--- src/rtl/transform_iq_pkg.sv ---
// Shared encodings for the transform_iq inverse-quantiser: block types, FSM states
// and the LevelScale table indexed by QP%6 and coefficient position class.
package transform_iq_pkg;

  localparam logic [2:0] BT_LUMA_DC   = 3'd1;
  localparam logic [2:0] BT_LUMA_AC   = 3'd2;
  localparam logic [2:0] BT_LUMA_4X4  = 3'd3;
  localparam logic [2:0] BT_CHROMA_DC = 3'd5;
  localparam logic [2:0] BT_CHROMA_AC = 3'd6;

  typedef enum logic [1:0] {
    S_IDLE  = 2'd0,
    S_QPDIV = 2'd1,
    S_RUN   = 2'd2,
    S_FLUSH = 2'd3
  } iq_state_e;

  // Position class: 0 = both even, 1 = mixed parity, 2 = both odd.
  localparam logic [1:0] LS_SEL_V0 = 2'd0;
  localparam logic [1:0] LS_SEL_V1 = 2'd1;
  localparam logic [1:0] LS_SEL_V2 = 2'd2;

  function automatic logic [4:0] level_scale(input logic [5:0] rem, input logic [1:0] sel);
    logic [14:0] row;
    case (rem)
      6'd0:    row = {5'd16, 5'd13, 5'd10};
      6'd1:    row = {5'd18, 5'd14, 5'd11};
      6'd2:    row = {5'd20, 5'd16, 5'd13};
      6'd3:    row = {5'd23, 5'd18, 5'd14};
      6'd4:    row = {5'd25, 5'd20, 5'd16};
      default: row = {5'd29, 5'd23, 5'd18};
    endcase
    case (sel)
      LS_SEL_V0: return row[4:0];
      LS_SEL_V1: return row[9:5];
      default:   return row[14:10];
    endcase
  endfunction

  function automatic logic bt_supported(input logic [2:0] bt);
    return (bt == BT_LUMA_DC) || (bt == BT_LUMA_AC) || (bt == BT_LUMA_4X4) ||
           (bt == BT_CHROMA_DC) || (bt == BT_CHROMA_AC);
  endfunction

endpackage

--- src/rtl/transform_iq_qpdiv6.sv ---
// Iterative QP divide-by-6: one subtract step per enabled cycle while step is high.
// Latency: qp/6 steps after start; busy is high while another step remains.
// Backpressure: none; holds when ena is low, start restarts from qp.
module transform_iq_qpdiv6 (
  input  logic       clk,
  input  logic       rst,
  input  logic       ena,
  input  logic       start,
  input  logic       step,
  input  logic [5:0] qp,
  output logic       busy,
  output logic [3:0] qp_div,
  output logic [5:0] qp_rem
);

  assign busy = (qp_rem >= 6'd6);

  always_ff @(posedge clk) begin
    if (rst) begin
      qp_div <= '0;
      qp_rem <= '0;
    end else if (ena) begin
      if (start) begin
        qp_div <= '0;
        qp_rem <= qp;
      end else if (step && busy) begin
        qp_div <= qp_div + 4'd1;
        qp_rem <= qp_rem - 6'd6;
      end
    end
  end

endmodule

--- src/rtl/transform_iq.sv ---
// Inverse quantiser for one 4x4 (or packed 2x2 chroma DC) block, row per handshake; TRANSFORM_IQ_SAT_EN clamps outputs.
// Latency: row accepted in cycle N appears on out_row in cycle N+2; done rides the last row.
// Backpressure: in_ready only in RUN; no output backpressure, ena low freezes everything.
module transform_iq
  import transform_iq_pkg::*;
#(
  parameter int COEFF_W = 16,
  parameter int OUT_W   = 16
) (
  input  logic               clk,
  input  logic               rst,
  input  logic               ena,
  input  logic               start,
  input  logic [2:0]         block_type,
  input  logic [5:0]         qp,
  input  logic               in_valid,
  output logic               in_ready,
  input  logic [4*COEFF_W-1:0] in_row,
  output logic               out_valid,
  output logic [4*OUT_W-1:0] out_row,
  output logic [1:0]         out_row_idx,
  output logic               done
);

  localparam int PW = COEFF_W + 5;
  localparam int WW = PW + 16;

  iq_state_e state, state_nx;
  logic [2:0] lat_type;
  logic [5:0] lat_qp;
  logic [1:0] r;

  logic       div_busy;
  logic [3:0] qp_div;
  logic [5:0] qp_rem;

  logic                      s1_v, s1_last;
  logic [1:0]                s1_idx;
  logic signed [COEFF_W-1:0] s1_c0;
  logic signed [PW-1:0]      s1_prod [4];
  logic signed [PW-1:0]      prod [4];
  logic [4*OUT_W-1:0]        out_nx;

  logic supported, accept, last_row;

  assign supported = bt_supported(block_type);
  assign in_ready  = (state == S_RUN);
  assign accept    = in_valid && in_ready && !start;
  assign last_row  = (lat_type == BT_CHROMA_DC) || (r == 2'd3);

  transform_iq_qpdiv6 u_qpdiv6 (
    .clk    (clk),
    .rst    (rst),
    .ena    (ena),
    .start  (start),
    .step   (state == S_QPDIV),
    .qp     (qp),
    .busy   (div_busy),
    .qp_div (qp_div),
    .qp_rem (qp_rem)
  );

  always_comb begin
    state_nx = state;
    if (start) begin
      state_nx = supported ? S_QPDIV : S_FLUSH;
    end else begin
      case (state)
        S_QPDIV: if (!div_busy) state_nx = S_RUN;
        S_RUN:   if (accept && last_row) state_nx = S_FLUSH;
        S_FLUSH: if (!s1_v && !s1_last) state_nx = S_IDLE;
        default: state_nx = state;
      endcase
    end
  end

  function automatic logic [1:0] ls_sel(input logic [1:0] i, input int j, input logic dc2x2);
    if (dc2x2) return LS_SEL_V0;
    if (!i[0] && !j[0]) return LS_SEL_V0;
    if (i[0] && j[0]) return LS_SEL_V2;
    return LS_SEL_V1;
  endfunction

  // Stage 1: coefficient times LevelScale, full precision.
  always_comb begin
    for (int j = 0; j < 4; j++) begin
      prod[j] = PW'($signed(in_row[j*COEFF_W +: COEFF_W])) *
                PW'($signed({1'b0, level_scale(qp_rem, ls_sel(r, j, lat_type == BT_CHROMA_DC))}));
    end
  end

  function automatic logic [OUT_W-1:0] stage2(input logic signed [PW-1:0] p,
                                              input logic signed [COEFF_W-1:0] c,
                                              input logic dc_pos, input logic [2:0] bt,
                                              input logic qp_ge12, input logic [3:0] qd);
    logic signed [WW-1:0] pe;
    logic signed [WW-1:0] w;
`ifdef TRANSFORM_IQ_SAT_EN
    logic signed [WW-1:0] omax;
    logic signed [WW-1:0] omin;
`endif
    pe = WW'(p);
    if ((bt == BT_LUMA_AC || bt == BT_CHROMA_AC) && dc_pos) begin
      w = WW'(c);  // AC-block DC term is already scaled by the DC path
    end else if (bt == BT_LUMA_DC) begin
      if (qp_ge12) w = pe <<< (qd - 4'd2);
      else         w = (pe + (WW'(1) <<< (4'd1 - qd))) >>> (4'd2 - qd);
    end else if (bt == BT_CHROMA_DC) begin
      w = (pe <<< qd) >>> 1;
    end else begin
      w = pe <<< qd;
    end
`ifdef TRANSFORM_IQ_SAT_EN
    omax = (WW'(1) <<< (OUT_W - 1)) - WW'(1);
    omin = -(WW'(1) <<< (OUT_W - 1));
    if (w > omax)      w = omax;
    else if (w < omin) w = omin;
`endif
    return w[OUT_W-1:0];
  endfunction

  // Stage 2: per-type shift/round, then clamp or wrap to OUT_W.
  always_comb begin
    out_nx = '0;
    for (int j = 0; j < 4; j++) begin
      out_nx[j*OUT_W +: OUT_W] = stage2(s1_prod[j], s1_c0, (s1_idx == 2'd0) && (j == 0),
                                        lat_type, lat_qp >= 6'd12, qp_div);
    end
  end

  always_ff @(posedge clk) begin
    if (rst) begin
      state       <= S_IDLE;
      lat_type    <= '0;
      lat_qp      <= '0;
      r           <= '0;
      s1_v        <= 1'b0;
      s1_last     <= 1'b0;
      s1_idx      <= '0;
      s1_c0       <= '0;
      for (int j = 0; j < 4; j++) s1_prod[j] <= '0;
      out_valid   <= 1'b0;
      done        <= 1'b0;
      out_row     <= '0;
      out_row_idx <= '0;
    end else if (ena) begin
      state <= state_nx;
      if (start) begin
        // Abort anything in flight; an unsupported type still produces a bare done.
        lat_type  <= block_type;
        lat_qp    <= qp;
        r         <= '0;
        s1_v      <= 1'b0;
        s1_last   <= !supported;
        out_valid <= 1'b0;
        done      <= 1'b0;
      end else begin
        s1_v    <= accept;
        s1_last <= accept && last_row;
        if (accept) begin
          r      <= last_row ? 2'd0 : r + 2'd1;
          s1_idx <= r;
          s1_c0  <= $signed(in_row[COEFF_W-1:0]);
          for (int j = 0; j < 4; j++) s1_prod[j] <= prod[j];
        end
        out_valid <= s1_v;
        done      <= s1_last;
        if (s1_v) begin
          out_row     <= out_nx;
          out_row_idx <= s1_idx;
        end
      end
    end
  end

endmodule

--- config.mk ---
export PLATFORM = sky130hd
export DESIGN_NAME = transform_iq
export DESIGN_NICKNAME = d
export VERILOG_FILES = /design/src/rtl/transform_iq_pkg.sv /design/src/rtl/transform_iq_qpdiv6.sv /design/src/rtl/transform_iq.sv
export SDC_FILE = /design/constraint.sdc
export NUM_CORES = 2
export LEC_CHECK = 0
export ABC_AREA = 1
export CORE_ASPECT_RATIO = 1.4
export CORE_MARGIN = 4
export CORE_UTILIZATION = 67
export CTS_BUF_LIST = sky130_fd_sc_hd__clkbuf_8
export CTS_CLUSTER_SIZE = 40
export DETAILED_ROUTE_END_ITERATION = 10
export GPL_ROUTABILITY_DRIVEN = 0
export HOLD_SLACK_MARGIN = 0.05
export MAX_ROUTING_LAYER = met4
export PLACE_DENSITY_LB_ADDON = 0.12
export RECOVER_POWER = 50
export SYNTH_ARGS = -nofsm -noshare
export SYNTH_HDL_FRONTEND = slang
export SYNTH_SLANG_ARGS = --single-unit
--- constraint.sdc ---
create_clock -name clk -period 8.8 [get_ports clk]
set_input_delay 1.76 -clock clk [delete_from_list [all_inputs] [get_ports clk]]
set_output_delay 1.76 -clock clk [all_outputs]
set_load 0.1 [all_outputs]
; Word-level counts from Yosys, hierarchy flattened
; Memories as Yosys holds them, arrays and structs flattened.
; Cells that the tools add are included.
[op_classes]
add_sub_neg = 10
multipliers = 4
order_cmp = 2
n_eq_ne = 22
n_shift = 13
mux = 56
bitwise_logic = 5
reduce_logical = 29
[op_table]
columns = operator, n
row1 = 16-bit two-way mux, 13
row2 = 21-bit by 37-bit adder with 37-bit output, 4
row3 = 37-bit by 4-bit >>> shifter with 16-bit output, 4
row4 = 16-bit by 6-bit multiplier with 21-bit output, 4
row5 = 21-bit two-way mux, 4
row6 = 21-bit by 4-bit <<< shifter with 16-bit output, 4
row7 = 21-bit by 4-bit <<< shifter with 17-bit output, 4
row8 = 14-bit case mux with 5 select lines, 1
row9 = "2-bit by 4-bit <<< shifter with 37-bit output, first input constant", 1
row10 = 2-bit two-way mux, 15
row11 = 5-bit case mux with 2 select lines, 2
row12 = 1-bit two-way mux, 16
row13 = "3-bit equality test, second input constant", 4
row14 = "6-bit by 2-bit equality test with 1-bit output, second input constant", 2
row15 = 6-bit two-way mux, 2
row16 = "3-bit by 2-bit equality test with 1-bit output, second input constant", 3
row17 = 4-bit two-way mux, 2
row18 = "2-bit by 1-bit equality test with 1-bit output, second input constant", 3
row19 = "2-bit equality test, second input constant", 3
row20 = "3-bit by 1-bit equality test with 1-bit output, second input constant", 2
row21 = "6-bit by 1-bit equality test with 1-bit output, second input constant", 1
row22 = "6-bit by 3-bit equality test with 1-bit output, second input constant", 1
row23 = "6-bit by 3-bit greater-or-equal comparator with 1-bit output, second input constant", 1
row24 = "6-bit by 4-bit greater-or-equal comparator with 1-bit output, second input constant", 1
row25 = other kinds (21), 44
[totals]
reg_bits = 111
ramBits = 84
input_bits = 78
output_inout_bits = 69
n_memories = 1
[mem_list]
columns = name, depth, width, rd, rd_clocked_by_memory_dff, write_ports, line_no
row1 = s1_prod, 4, 21, 4, 0, 4, transform_iq.sv:40  ; logic signed [PW-1:0] s1_prod [4];

; Depth between registers and ports, before layout
[depth]
word_depth = 9
ltp_mapped = 35
mapped_depth_nobuf = 31

; Modules after synthesis
; Synthesis repeated with hierarchy kept, for this count alone.
[unflattened]
hier_cells = 5238
area_unflattened_um2 = 32259.7
[by_module_without_submodules]
columns = module, instances, cells_each, area_per_inst_um2, seq_area_each_um2
row1 = transform_iq, 1, 5145, 31644.1, 4504.3
row2 = transform_iq_qpdiv6, 1, 93, 615.6, 200.2

; Least setup slack after synthesis
; Ideal clock, no wire load.
[synth_timing]
path_kind = in2reg
start = input in_row[5]
end = memory s1_prod[0][15] in the netlist's numbering, data pin
setup_ns = 0.261
arrival_time_ns = 5.202
path_slack_ns = 3.337
cell_stages = 21
path_buffers = 0
path_cell_list = inv_1 > nor2_1 > fa_1 > inv_1 > fa_1 > fa_1 > inv_1 > ha_1 > inv_1 > nor2_1 > o21ai_1 > nand2_1 > a21boi_1 > nor2_1 > o21ai_1 > nand2_1 > a21o_1 > a21oi_1 > o21ai_0 > o21ai_0 > a21oi_1
[synth_rtl]
columns = element, line_no
row1 = from (decl), transform_iq.sv:18  ; input logic [4*COEFF_W-1:0] in_row,
row2 = to (decl), transform_iq.sv:40

==> impl_metrics.toml <==
[logic_synthesis]
async_flop_share_pct = 0
seq_area_frac_synth_pct = 15.0
yosys.area_share.simple_pct = 32.2
synth_nets = 5542
synthAdderAreaFrac_pct = 21.5
synth-seq-cells = 193
synth_top_family_by_area = "simple AND/OR/NAND/NOR gates"
synthMuxAreaShare_pct = 0.0319
synth_xor_area_share_pct = 1.84
syn_inst = 5043
synth_ff_type = "dfxtp_1"
synth_area_um2 = 31400
synth-compound-area-share_pct = 17.1
synth_edf_count = 84
syn_avg_cell_area_um2 = 6.22
yosysUniqueCellTypes = 59
yosysWarnings = 0

[floorplan]
die_h_um = 264
fp.dieArea_um2 = 50400
fp.dieW_um = 191
core-area_um2 = 46200
rows = 93
initial_utilization_pct = 67.9
io_pins = 147

[final_layout]
fillers = 4134
syn2layout_area_growth_pct = 6.42
nets = 5510
drive_above_1_share_pct = 2.89
fin_cells = 5646

[setup_path]
cpMostUsedCell = "nand2_1"
timing.rr.start = "lat_type[0]"
crit_buf_inv = 5
cp-start-kind = "flop"
worstSetupEndpointType = "flop"
ff2ff_setup_slack_ns = 1.63
reg2reg_to = "s1_prod[0][14]"
critPathMaxFanout = 44
arrival_ns = 7.47
critPathSlowestCell = "nor2_4"
worstPathRequired_ns = 9.10
critical_path_class = "reg2reg"
slowest_delay_ns = 0.65
ff2ff_path_depth = 25
cpLargestDelayFamily = "simple AND/OR/NAND/NOR gates"

[clock_network]
cts-buffers-inserted = 17
clock-root-buffer = "clkbuf_8"
cts_tree = "built"
post_cts_resized = 0
cts-hold-fix-buffers = 0
clock-sinks = 193
cts_setup_buffers = 0
cts_max_level = 4
cts.clk_slew.worst_paths_ns = 0.12
clock_latency_ns = 0.54
cts_buffer_depth = 2

[place]
portBuffers = 146
dp_hpwl_mm = 78.0
place_inst = 5609

[global_routing]
antenna_found_initial = 5
use_met1_pct = 51.0
first_global_vias = 31100
grt_pass1_wl_mm = 158
grt_max_degree = 92
use_met3_pct = 6.94
met2_usage_pct = 59.6
grt_usage_pct = 39.5
grt_busiest_layer = "met2"
overflow = 0

[timing]
min_period_ns = 7.17
setup_viol = 0
fmax_ghz = 0.140
finalHoldViolations = 0
rsz0062_at_grt = "false"
relSlewSlack_pct = -155
period_share_pct = 81.5
tightest_slew_ns = 3.83
drv_slew = 379
skew_ns = 0.0229
tns_ns = 0

[detailed_routing]
wirelength_mm = 98.6
wl_per_cell_um = 17.5
first_iter_violations = 4081
postRouteAntennaNets = 0
drt_pass1_iterations = 11
vias = 34200
vias_per_cell = 6.05
drcViolationCount = 1

[run_status]
violations = "DRC, capacitance limit, slew limit"
status = "finished, violations left"

[power]
p_per_area_nw_per_um2 = 173
vdd_drop_max_mv = 0.145
p_leak_nw = 17.1

[min_path]
hold_class = "reg2reg"
hold_depth = 2
hp-start = "lat_qp[2]"
hold_path_end = "lat_qp[2]"

[job]
max-cap-violations = 6
## layout make-up
| cell class | count | area (um^2) | area share (%) |
|---|---|---|---|
| Antenna cell | 5 | 12.5 | 0.0375 |
| Clock buffer | 17 | 234 | 0.701 |
| Clock inverter | 15 | 196 | 0.589 |
| Inverter | 750 | 2820 | 8.44 |
| Multi-Input combinational cell | 3857 | 22800 | 68.5 |
| Sequential cell | 193 | 4710 | 14.1 |
| Tap cell | 617 | 772 | 2.31 |
| Timing Repair Buffer | 192 | 1780 | 5.35 |
## tightest hold or removal path, stage by stage, from the launching register on
cell and delay, ns:
dfxtp_1 0.33, nand2_1 0.06, a21oi_1 0.05
## through the flow
step	hold WS, ns	util (%)	total power [mW]	cell area, um^2	setup WS (ns)
finish	0.472	72.2	5.79	33400	1.63
global route	0.490	72.2	6.39	33400	1.11
CTS	0.475	72.3	5.72	33400	1.79
detailed placement	0.457	71.4	5.06	33000	1.82
global placement	0.451	71.4	4.89	33000	2.07
floorplan	0.444	-	4.12	31400	3.34
## cells in the final DEF (no fill, tap or decap), types with 8 or more instances in the layout
master              n
inv_1             738
dlygate4sd3_1      71
a21oi_1           334
o21ai_1            30
nand3_2             8
xor2_1             31
a21o_1             13
nand4_1            21
nand3b_1            9
a221oi_1           41
nand3_1           545
o22ai_1            11
dfxtp_1           106
ha_1              223
o21ai_0           364
nor3_1             52
or2_2              13
edfxtp_1           84
inv_2               9
o21a_1             20
nand2_2            12
o21bai_1           11
o211ai_1           56
clkbuf_8           17
a211oi_1            9
buf_4              40
nor2_1            500
a21oi_2             9
fa_1              196
nand2_1          1235
clkdlybuf4s50_1    75
a31oi_1            24
xnor2_1            32
## worst max path at each step
| stage | endpoint | slack (ns) | startpoint | depth (start not counted) |
|---|---|---|---|---|
| after floorplan | s1_prod[0][15] | 3.34 | in_row[5] | 21 |
| after global placement | s1_prod[1][17] | 2.07 | lat_type[1] | 27 |
| after detailed placement | s1_prod[0][14] | 1.82 | lat_type[0] | 25 |
| after CTS | s1_prod[0][14] | 1.79 | lat_type[0] | 25 |
| after global routing | s1_prod[1][17] | 1.11 | lat_type[0] | 26 |
| final | s1_prod[0][14] | 1.63 | lat_type[0] | 25 |
## synthesized netlist by cell type (4+ instances only)
cell / instances / share of area, %
nand2_1: 1235 / 15
inv_1: 739 / 8.8
nand3_1: 545 / 8.7
nor2_1: 501 / 6.0
o21ai_0: 364 / 5.8
a21oi_1: 335 / 5.3
ha_1: 225 / 9.0
fa_1: 196 / 13
clkbuf_1: 134 / 1.6
dfxtp_1: 109 / 7.0
edfxtp_1: 84 / 8.0
buf_2: 74 / 1.2
o211ai_1: 56 / 1.3
nor3_1: 52 / 0.83
a221oi_1: 41 / 1.1
xnor2_1: 32 / 0.89
xor2_1: 32 / 0.89
o21ai_1: 30 / 0.48
buf_1: 25 / 0.30
a31oi_1: 24 / 0.48
nand4_1: 21 / 0.42
o21a_1: 20 / 0.48
a21o_1: 13 / 0.31
or2_2: 13 / 0.26
nand2_2: 12 / 0.24
o21bai_1: 11 / 0.26
o22ai_1: 11 / 0.22
a211oi_1: 9 / 0.22
buf_4: 9 / 0.22
nand3b_1: 9 / 0.22
a21oi_2: 8 / 0.22
inv_2: 8 / 0.096
nand3_2: 8 / 0.26
o31ai_1: 6 / 0.14
nor3b_1: 5 / 0.12
nor4_1: 5 / 0.10
and2_1: 4 / 0.080
o21ai_2: 4 / 0.11
## where the power goes
part	internal, mW	switching, mW
Clock	0.268	0.379
Sequential	0.968	0.0462
Combinational	1.47	2.66
Total	2.70	3.08
## per-layer routing
metal	wire length [um]	vias to the layer above
met5	0	-
met4	5980	0
met3	10400	384
met2	43800	1982
met1	38500	15500
li1	-	16400
## kinds of logic (layout without fill, tap and decap cells)
kind of cell / count (synthesis) / in the layout
AND/OR/NAND/NOR: 2420 / 2420
buffers and inverters: 993 / 974
AO/OA/AOI/OAI: 950 / 950
adder cells (fa/ha/maj): 421 / 421
flip-flops: 193 / 193
XOR/XNOR: 65 / 65
multiplexers: 1 / 1
other: 0 / 5
## sequential cells by signal (all words and copies together) (netlist names)
| name | cells |
|---|---|
| lat_type | 3 |
| state | 2 |
| out_valid | 1 |
| r | 2 |
| out_row | 64 |
| u_qpdiv6.qp_rem | 6 |
| s1_last | 1 |
| s1_prod | 84 |
| s1_c0 | 16 |
| done | 1 |
| u_qpdiv6.qp_div | 4 |
| lat_qp | 4 |
| s1_v | 1 |
| s1_idx | 2 |
| out_row_idx | 2 |
Note: power is estimated with default switching activity, not from simulation.
